==> config.mk <==
export PLATFORM = sky130hd
export DESIGN_NAME = ham74_byte_encoder_flat
export DESIGN_NICKNAME = d
export VERILOG_FILES = /design/src/rtl/ham74_pkg.sv /design/src/rtl/ham74_byte_encoder_if.sv /design/src/rtl/ham74_enc.sv /design/src/rtl/ham74_byte_encoder.sv /design/src/flat_wrapper.sv
export SDC_FILE = /design/constraint.sdc
export NUM_CORES = 1
export LEC_CHECK = 0
export ABC_AREA = 0
export ABC_CLOCK_PERIOD_IN_PS = 1500
export CAP_MARGIN = 10
export CORE_MARGIN = 4
export CORE_UTILIZATION = 40
export DETAILED_ROUTE_END_ITERATION = 8
export HOLD_SLACK_MARGIN = 0.02
export PLACE_DENSITY = 0.71
export REMOVE_ABC_BUFFERS = 1
export SLEW_MARGIN = 20
export SYNTH_ARGS = -nofsm -noshare
export SYNTH_HDL_FRONTEND = slang
export SYNTH_SLANG_ARGS = --single-unit
==> constraint.sdc <==
create_clock -name clk -period 1.5 [get_ports clk]
set_input_delay 0.3 -clock clk [delete_from_list [all_inputs] [get_ports clk]]
set_output_delay 0.3 -clock clk [all_outputs]
set_load 0.01 [all_outputs]
==> src/rtl/ham74_pkg.sv <==
// Shared Hamming(7,4) definitions: FSM state type, codeword bit positions and
// the nibble encoder used by both the byte encoder and the downstream decoder.
package ham74_pkg;

  typedef enum logic [1:0] {
    EMPTY  = 2'd0,
    FIRST  = 2'd1,
    SECOND = 2'd2
  } state_e;

  // Codeword position k (1..7) lives on bit k-1
  localparam int POS_P1 = 0;
  localparam int POS_P2 = 1;
  localparam int POS_D0 = 2;
  localparam int POS_P4 = 3;
  localparam int POS_D1 = 4;
  localparam int POS_D2 = 5;
  localparam int POS_D3 = 6;

  function automatic logic [6:0] ham74_encode(input logic [3:0] d);
    logic [6:0] cw;
    cw         = '0;
    cw[POS_D0] = d[0];
    cw[POS_D1] = d[1];
    cw[POS_D2] = d[2];
    cw[POS_D3] = d[3];
    cw[POS_P1] = d[0] ^ d[1] ^ d[3];
    cw[POS_P2] = d[0] ^ d[2] ^ d[3];
    cw[POS_P4] = d[1] ^ d[2] ^ d[3];
    return cw;
  endfunction

endpackage

==> src/rtl/ham74_byte_encoder_if.sv <==
// Byte-in / codeword-out stream pair of the Hamming(7,4) byte encoder.
// master = producer/consumer side, slave = the encoder itself.
interface ham74_byte_encoder_if;
  logic       in_valid;
  logic       in_ready;
  logic [7:0] in_data;
  logic       out_valid;
  logic       out_ready;
  logic [6:0] out_data;

  modport master (
    output in_valid, in_data, out_ready,
    input  in_ready, out_valid, out_data
  );

  modport slave (
    input  in_valid, in_data, out_ready,
    output in_ready, out_valid, out_data
  );
endinterface

==> src/rtl/ham74_enc.sv <==
// Combinational Hamming(7,4) nibble encoder, a thin wrapper around the package function.
module ham74_enc
  import ham74_pkg::*;
(
  input  logic [3:0] nibble,
  output logic [6:0] cw
);
  assign cw = ham74_encode(nibble);
endmodule

==> src/rtl/ham74_byte_encoder.sv <==
// Hamming(7,4) byte encoder: accepts a byte, emits two registered 7-bit codewords,
// with optional single-bit error injection and a wrapping transfer counter.
module ham74_byte_encoder
  import ham74_pkg::*;
#(
  parameter int LSB_FIRST = 1,
  parameter int ERR_INJ   = 0,
  parameter int CNT_W     = 16
) (
  input  logic                 clk,
  input  logic                 rst_n,
  ham74_byte_encoder_if.slave  bus,
  input  logic                 inj_en,
  input  logic [2:0]           inj_pos,
  output logic [CNT_W-1:0]     cw_count
);

  state_e     state;
  logic [7:0] byte_p0;
  logic [6:0] cw_p0;
  logic [3:0] nib_first;
  logic [3:0] nib_second;
  logic [3:0] enc_nib;
  logic [6:0] enc_cw;
  logic [6:0] inj_mask;
  logic       accept;
  logic       load;
  logic       xfer;

  // in_ready depends combinationally on out_ready so SECOND can chain into the next byte
  assign bus.in_ready  = (state == EMPTY) || ((state == SECOND) && bus.out_ready);
  assign bus.out_valid = (state != EMPTY);
  assign bus.out_data  = cw_p0;

  always_comb begin
    nib_first  = (LSB_FIRST != 0) ? bus.in_data[3:0] : bus.in_data[7:4];
    nib_second = (LSB_FIRST != 0) ? byte_p0[7:4]     : byte_p0[3:0];
    enc_nib    = (state == FIRST) ? nib_second : nib_first;
    accept     = bus.in_valid && bus.in_ready;
    load       = accept || ((state == FIRST) && bus.out_ready);
    xfer       = (state != EMPTY) && bus.out_ready;
    inj_mask   = '0;
    if ((ERR_INJ != 0) && inj_en && (inj_pos != 3'd7)) begin
      inj_mask = 7'd1 << inj_pos;
    end
  end

  ham74_enc u_enc (
    .nibble (enc_nib),
    .cw     (enc_cw)
  );

  // Stage p0: held byte, output codeword, FSM state and transfer counter
  always_ff @(posedge clk or negedge rst_n) begin
    if (!rst_n) begin
      state    <= EMPTY;
      byte_p0  <= '0;
      cw_p0    <= '0;
      cw_count <= '0;
    end else begin
      if (xfer) begin
        cw_count <= cw_count + 1'b1;
      end
      if (accept) begin
        byte_p0 <= bus.in_data;
      end
      if (load) begin
        cw_p0 <= enc_cw ^ inj_mask;
      end
      case (state)
        EMPTY:   if (bus.in_valid) state <= FIRST;
        FIRST:   if (bus.out_ready) state <= SECOND;
        SECOND:  if (bus.out_ready) state <= bus.in_valid ? FIRST : EMPTY;
        default: state <= EMPTY;
      endcase
    end
  end

endmodule

==> src/flat_wrapper.sv <==
// flat-port wrapper written by rule: the top's interface ports become plain ports
module ham74_byte_encoder_flat import ham74_pkg::*;
#(
  parameter int LSB_FIRST = 1,
  parameter int ERR_INJ   = 0,
  parameter int CNT_W     = 16
)
  (clk, rst_n, inj_en, inj_pos, cw_count, bus_in_valid, bus_in_data, bus_out_ready, bus_in_ready, bus_out_valid, bus_out_data);
  ham74_byte_encoder_if bus_i ();
  input  logic clk;
  input  logic rst_n;
  input  logic inj_en;
  input  logic [2:0] inj_pos;
  output logic [CNT_W-1:0] cw_count;
  input wire logic [$bits(bus_i.in_valid)-1:0] bus_in_valid;
  input wire logic [$bits(bus_i.in_data)-1:0] bus_in_data;
  input wire logic [$bits(bus_i.out_ready)-1:0] bus_out_ready;
  output wire logic [$bits(bus_i.in_ready)-1:0] bus_in_ready;
  output wire logic [$bits(bus_i.out_valid)-1:0] bus_out_valid;
  output wire logic [$bits(bus_i.out_data)-1:0] bus_out_data;
  assign bus_i.in_valid = bus_in_valid;
  assign bus_i.in_data = bus_in_data;
  assign bus_i.out_ready = bus_out_ready;
  assign bus_in_ready = bus_i.in_ready;
  assign bus_out_valid = bus_i.out_valid;
  assign bus_out_data = bus_i.out_data;
  ham74_byte_encoder #(.LSB_FIRST(LSB_FIRST), .ERR_INJ(ERR_INJ), .CNT_W(CNT_W)) u_core (.clk(clk), .rst_n(rst_n), .bus(bus_i), .inj_en(inj_en), .inj_pos(inj_pos), .cw_count(cw_count));
endmodule
==> impl_metrics.env <==
export IMPL_status="complete, but fails checks"
export IMPL_violations="negative setup slack"
export IMPL_drive_gt1_share_pct=24.9
export IMPL_cts_max_level=2
export IMPL_grt_util_all_layers_pct=14.6
export IMPL_drv_cap=0
export IMPL_finalSetupTns_ns=-0.0189
export IMPL_drc=0
export IMPL_boundaryPins=41
export IMPL_r2r_end="u_core.bus.out_data[0]"
export IMPL_numCtsBuffers=5
export IMPL_setup_viol=1
export IMPL_clock_skew_ns=0.00447
export IMPL_firstDrtPassIters=4
export IMPL_crit_reg2reg_launch="u_core.state[1]"
export IMPL_vias=1078
export IMPL_hpwl_um=2100
export IMPL_start_util_pct=41.2
export IMPL_hold_viol=0
export IMPL_drtIter0Drc=31
export IMPL_hold_buffers=0
export IMPL_grt_first_pass_wirelength_um=4790
export IMPL_report_final_slew_viol_count=0
export IMPL_fin_hold_ws_ns=0.351
export IMPL_core_rowCount=21
export IMPL_clockRootBuffer="clkbuf_4"
export IMPL_grt_pass1_vias=1113
export IMPL_ant_nets=0
export IMPL_relSlewSlack_pct=75.3
export IMPL_hp_class="in -> async"
export IMPL_arrival_ns=1.22
export IMPL_grt_overflow=0
export IMPL_coreArea_um2=3340
export IMPL_path_max_fanout=3
export IMPL_netlist_instances=120
export IMPL_die_w_um=66.6
export IMPL_fillCellCount=309
export IMPL_period_share_pct=101
export IMPL_clkTransAtPathRegs_ns=0.09
export IMPL_p_leak_nw=0.942
export IMPL_clockBufferDepth=2
export IMPL_async_flop_share_pct=100
export IMPL_r2r_slack_ns=0
export IMPL_areaGrowthSynthToFinish_pct=46.1
export IMPL_antenna_found_initial=0
export IMPL_reg2regPathDepth=5
export IMPL_rsz0062_at_grt="true"
export IMPL_critPathRequiredTime_ns=1.20
export IMPL_worstSetupEndpointType="output pin"
export IMPL_crit_type="reg -> out"
export IMPL_multi_input_area_um2=652
export IMPL_fin_crit_ns=1.52
export IMPL_syn_area_um2=1370
export IMPL_fp_dieArea_um2=4440
export IMPL_worst_pin_slew_ns=0.370
export IMPL_grt_max_degree=30
export IMPL_cts_tree="done"
export IMPL_die_y_um=66.6
export IMPL_synth_cell_types=28
export IMPL_yosysSeqAreaShare_pct=52.8
export IMPL_crit_path_start_kind="flip-flop"
export IMPL_ff_latch_area_um2=726
export IMPL_cts_sinks=29
export IMPL_worst_slack_ns=-0.0189
export IMPL_synthFlopType="dfrtp_1"
export IMPL_fin_nets=201
export IMPL_gp_congestion=0.762
export IMPL_clk_latency_ns=0.33
export IMPL_yosys_warnings=0
export IMPL_fmax_mhz=658
export IMPL_routedWlPerCell_um=12.1
export IMPL_finalWirelength_um=2800
export IMPL_synth_enable_flop_cells=0
export IMPL_io_buffers=36
export IMPL_antenna_diode_count=0
export IMPL_peakVddDrop_mv=0.746
export IMPL_cellPowerDensity_nw_per_um2=1470
export IMPL_synth_avg_cell_area_um2=11.4
export IMPL_via_per_inst=4.67
export IMPL_ys_ff_latch=29
==> flip-flops by register name, indices dropped and copies added, names as in the netlist <==
register             flops
u_core.byte_p0           4
u_core.cw_count         16
u_core.bus.out_data      7
u_core.state             2
==> report_power, final <==
| group | switching (W) | leakage [nW] | total, W | internal [W] |
|---|---|---|---|---|
| clock | 0.000274 | 0.0320 | 0.000452 | 0.000178 |
| combinational | 0.000609 | 0.551 | 0.00134 | 0.000731 |
| sequential | 0.000151 | 0.359 | 0.00115 | 0.00100 |
==> what timing repair did <==
| action | in CTS | in global routing |
|---|---|---|
| gates cloned | 0 | 0 |
| setup buffers | 6 | 4 |
| setup endpoints to repair | 28 | 18 |
| resized for setup | 34 | 6 |
| pin swaps | 1 | 4 |
==> worst max-delay path, cell delays in order, from the launching register on <==
cell and delay, ns:
dfrtp_1 0.41, buf_6 0.13, or2_4 0.22, buf_6 0.12
==> cells in the mapped netlist, types with 2 or more instances <==
cell      number  area (um^2)
or2_2          2         12.5
nor2_1        12         45.0
dfrtp_1       29          726
mux2i_1        3         30.0
a31oi_1        2         12.5
nand2_1       14         52.6
mux2_2         4         45.0
nand2b_1       2         12.5
xnor2_1       16          140
a21oi_1        6         30.0
nor4_4         2         42.5
xor2_1         6         52.6
inv_1          2         7.51
nand3_1        4         20.0
nand4_1        3         18.8
==> cell families after synthesis <==
| family | share of synthesized area (%) |
|---|---|
| flops | 52.8 |
| xor+xnor | 14.0 |
| buf+inv | 1.09 |
| compound gates | 5.28 |
| simple gates | 18.8 |
| fa+ha+maj | 0.911 |
| mux | 7.10 |
==> placed cells by master (no fill, tap or decap), types with 2 or more instances in the layout <==
cell type         n
clkbuf_4          5
nand3_1           4
o21ai_4           2
mux2i_1           2
dfrtp_1          29
buf_6             2
clkdlybuf4s50_1  10
nor4_4            2
mux2_2            4
buf_4            20
a21oi_1           6
a31oi_1           2
xnor2_1          16
nand4_1           3
clkinv_2          2
dlygate4sd2_1    22
nand2_1          13
nor2_1           11
inv_1             2
nand2b_1          2
xor2_1            6
==> through the flow <==
step	cell area, um^2	util [%]	worst slack, ns	power (W)	instances
finish	2010	60.1	-0.0189	0.00294	231
global route	2010	60.1	-0.0930	0.00317	231
CTS	1960	58.6	-0.0433	0.00291	227
detailed placement	1890	56.5	-0.408	0.00251	213
global placement	1890	56.5	-0.412	0.00247	213
floorplan	1370	-	0.0880	0.00184	119
==> cell type report <==
| class | count | share of cell area (%) |
|---|---|---|
| clock inverter | 2 | 0.499 |
| sequential | 29 | 36.2 |
| timing repair buffer | 58 | 25.6 |
| inverter | 2 | 0.374 |
| multi-input combinational | 88 | 32.5 |
| clock buffer | 6 | 2.06 |
| tap | 46 | 2.87 |
==> routing by layer <==
| layer | part of all wire [%] | vias to the layer above | track usage (%) |
|---|---|---|---|
| li1 | - | 526 | - |
| met2 | 53 | 29 | 26.1 |
| met1 | 39 | 516 | 15.1 |
| met4 | 1.7 | 0 | 6.09 |
| met3 | 6.2 | 7 | 5.56 |
| met5 | 0 | - | 0 |
==> how the worst max path moves through the flow <==
| stage | slack (ns) | cells after the start | endpoint | startpoint |
|---|---|---|---|---|
| 3_3_place_gp | -0.41 | 4 | bus_in_ready | bus_out_ready |
| 6_report | -0.02 | 3 | bus_out_valid | u_core.state[1] |
| 4_1_cts | -0.04 | 3 | bus_out_valid | u_core.state[1] |
| 2_1_floorplan | 0.09 | 4 | u_core.cw_count[10] | u_core.cw_count[3] |
| 3_5_place_dp | -0.41 | 4 | bus_in_ready | bus_out_ready |
| 5_1_grt | -0.09 | 5 | u_core.bus.out_data[0] | u_core.state[1] |
Power figures use the tool's default switching activity.
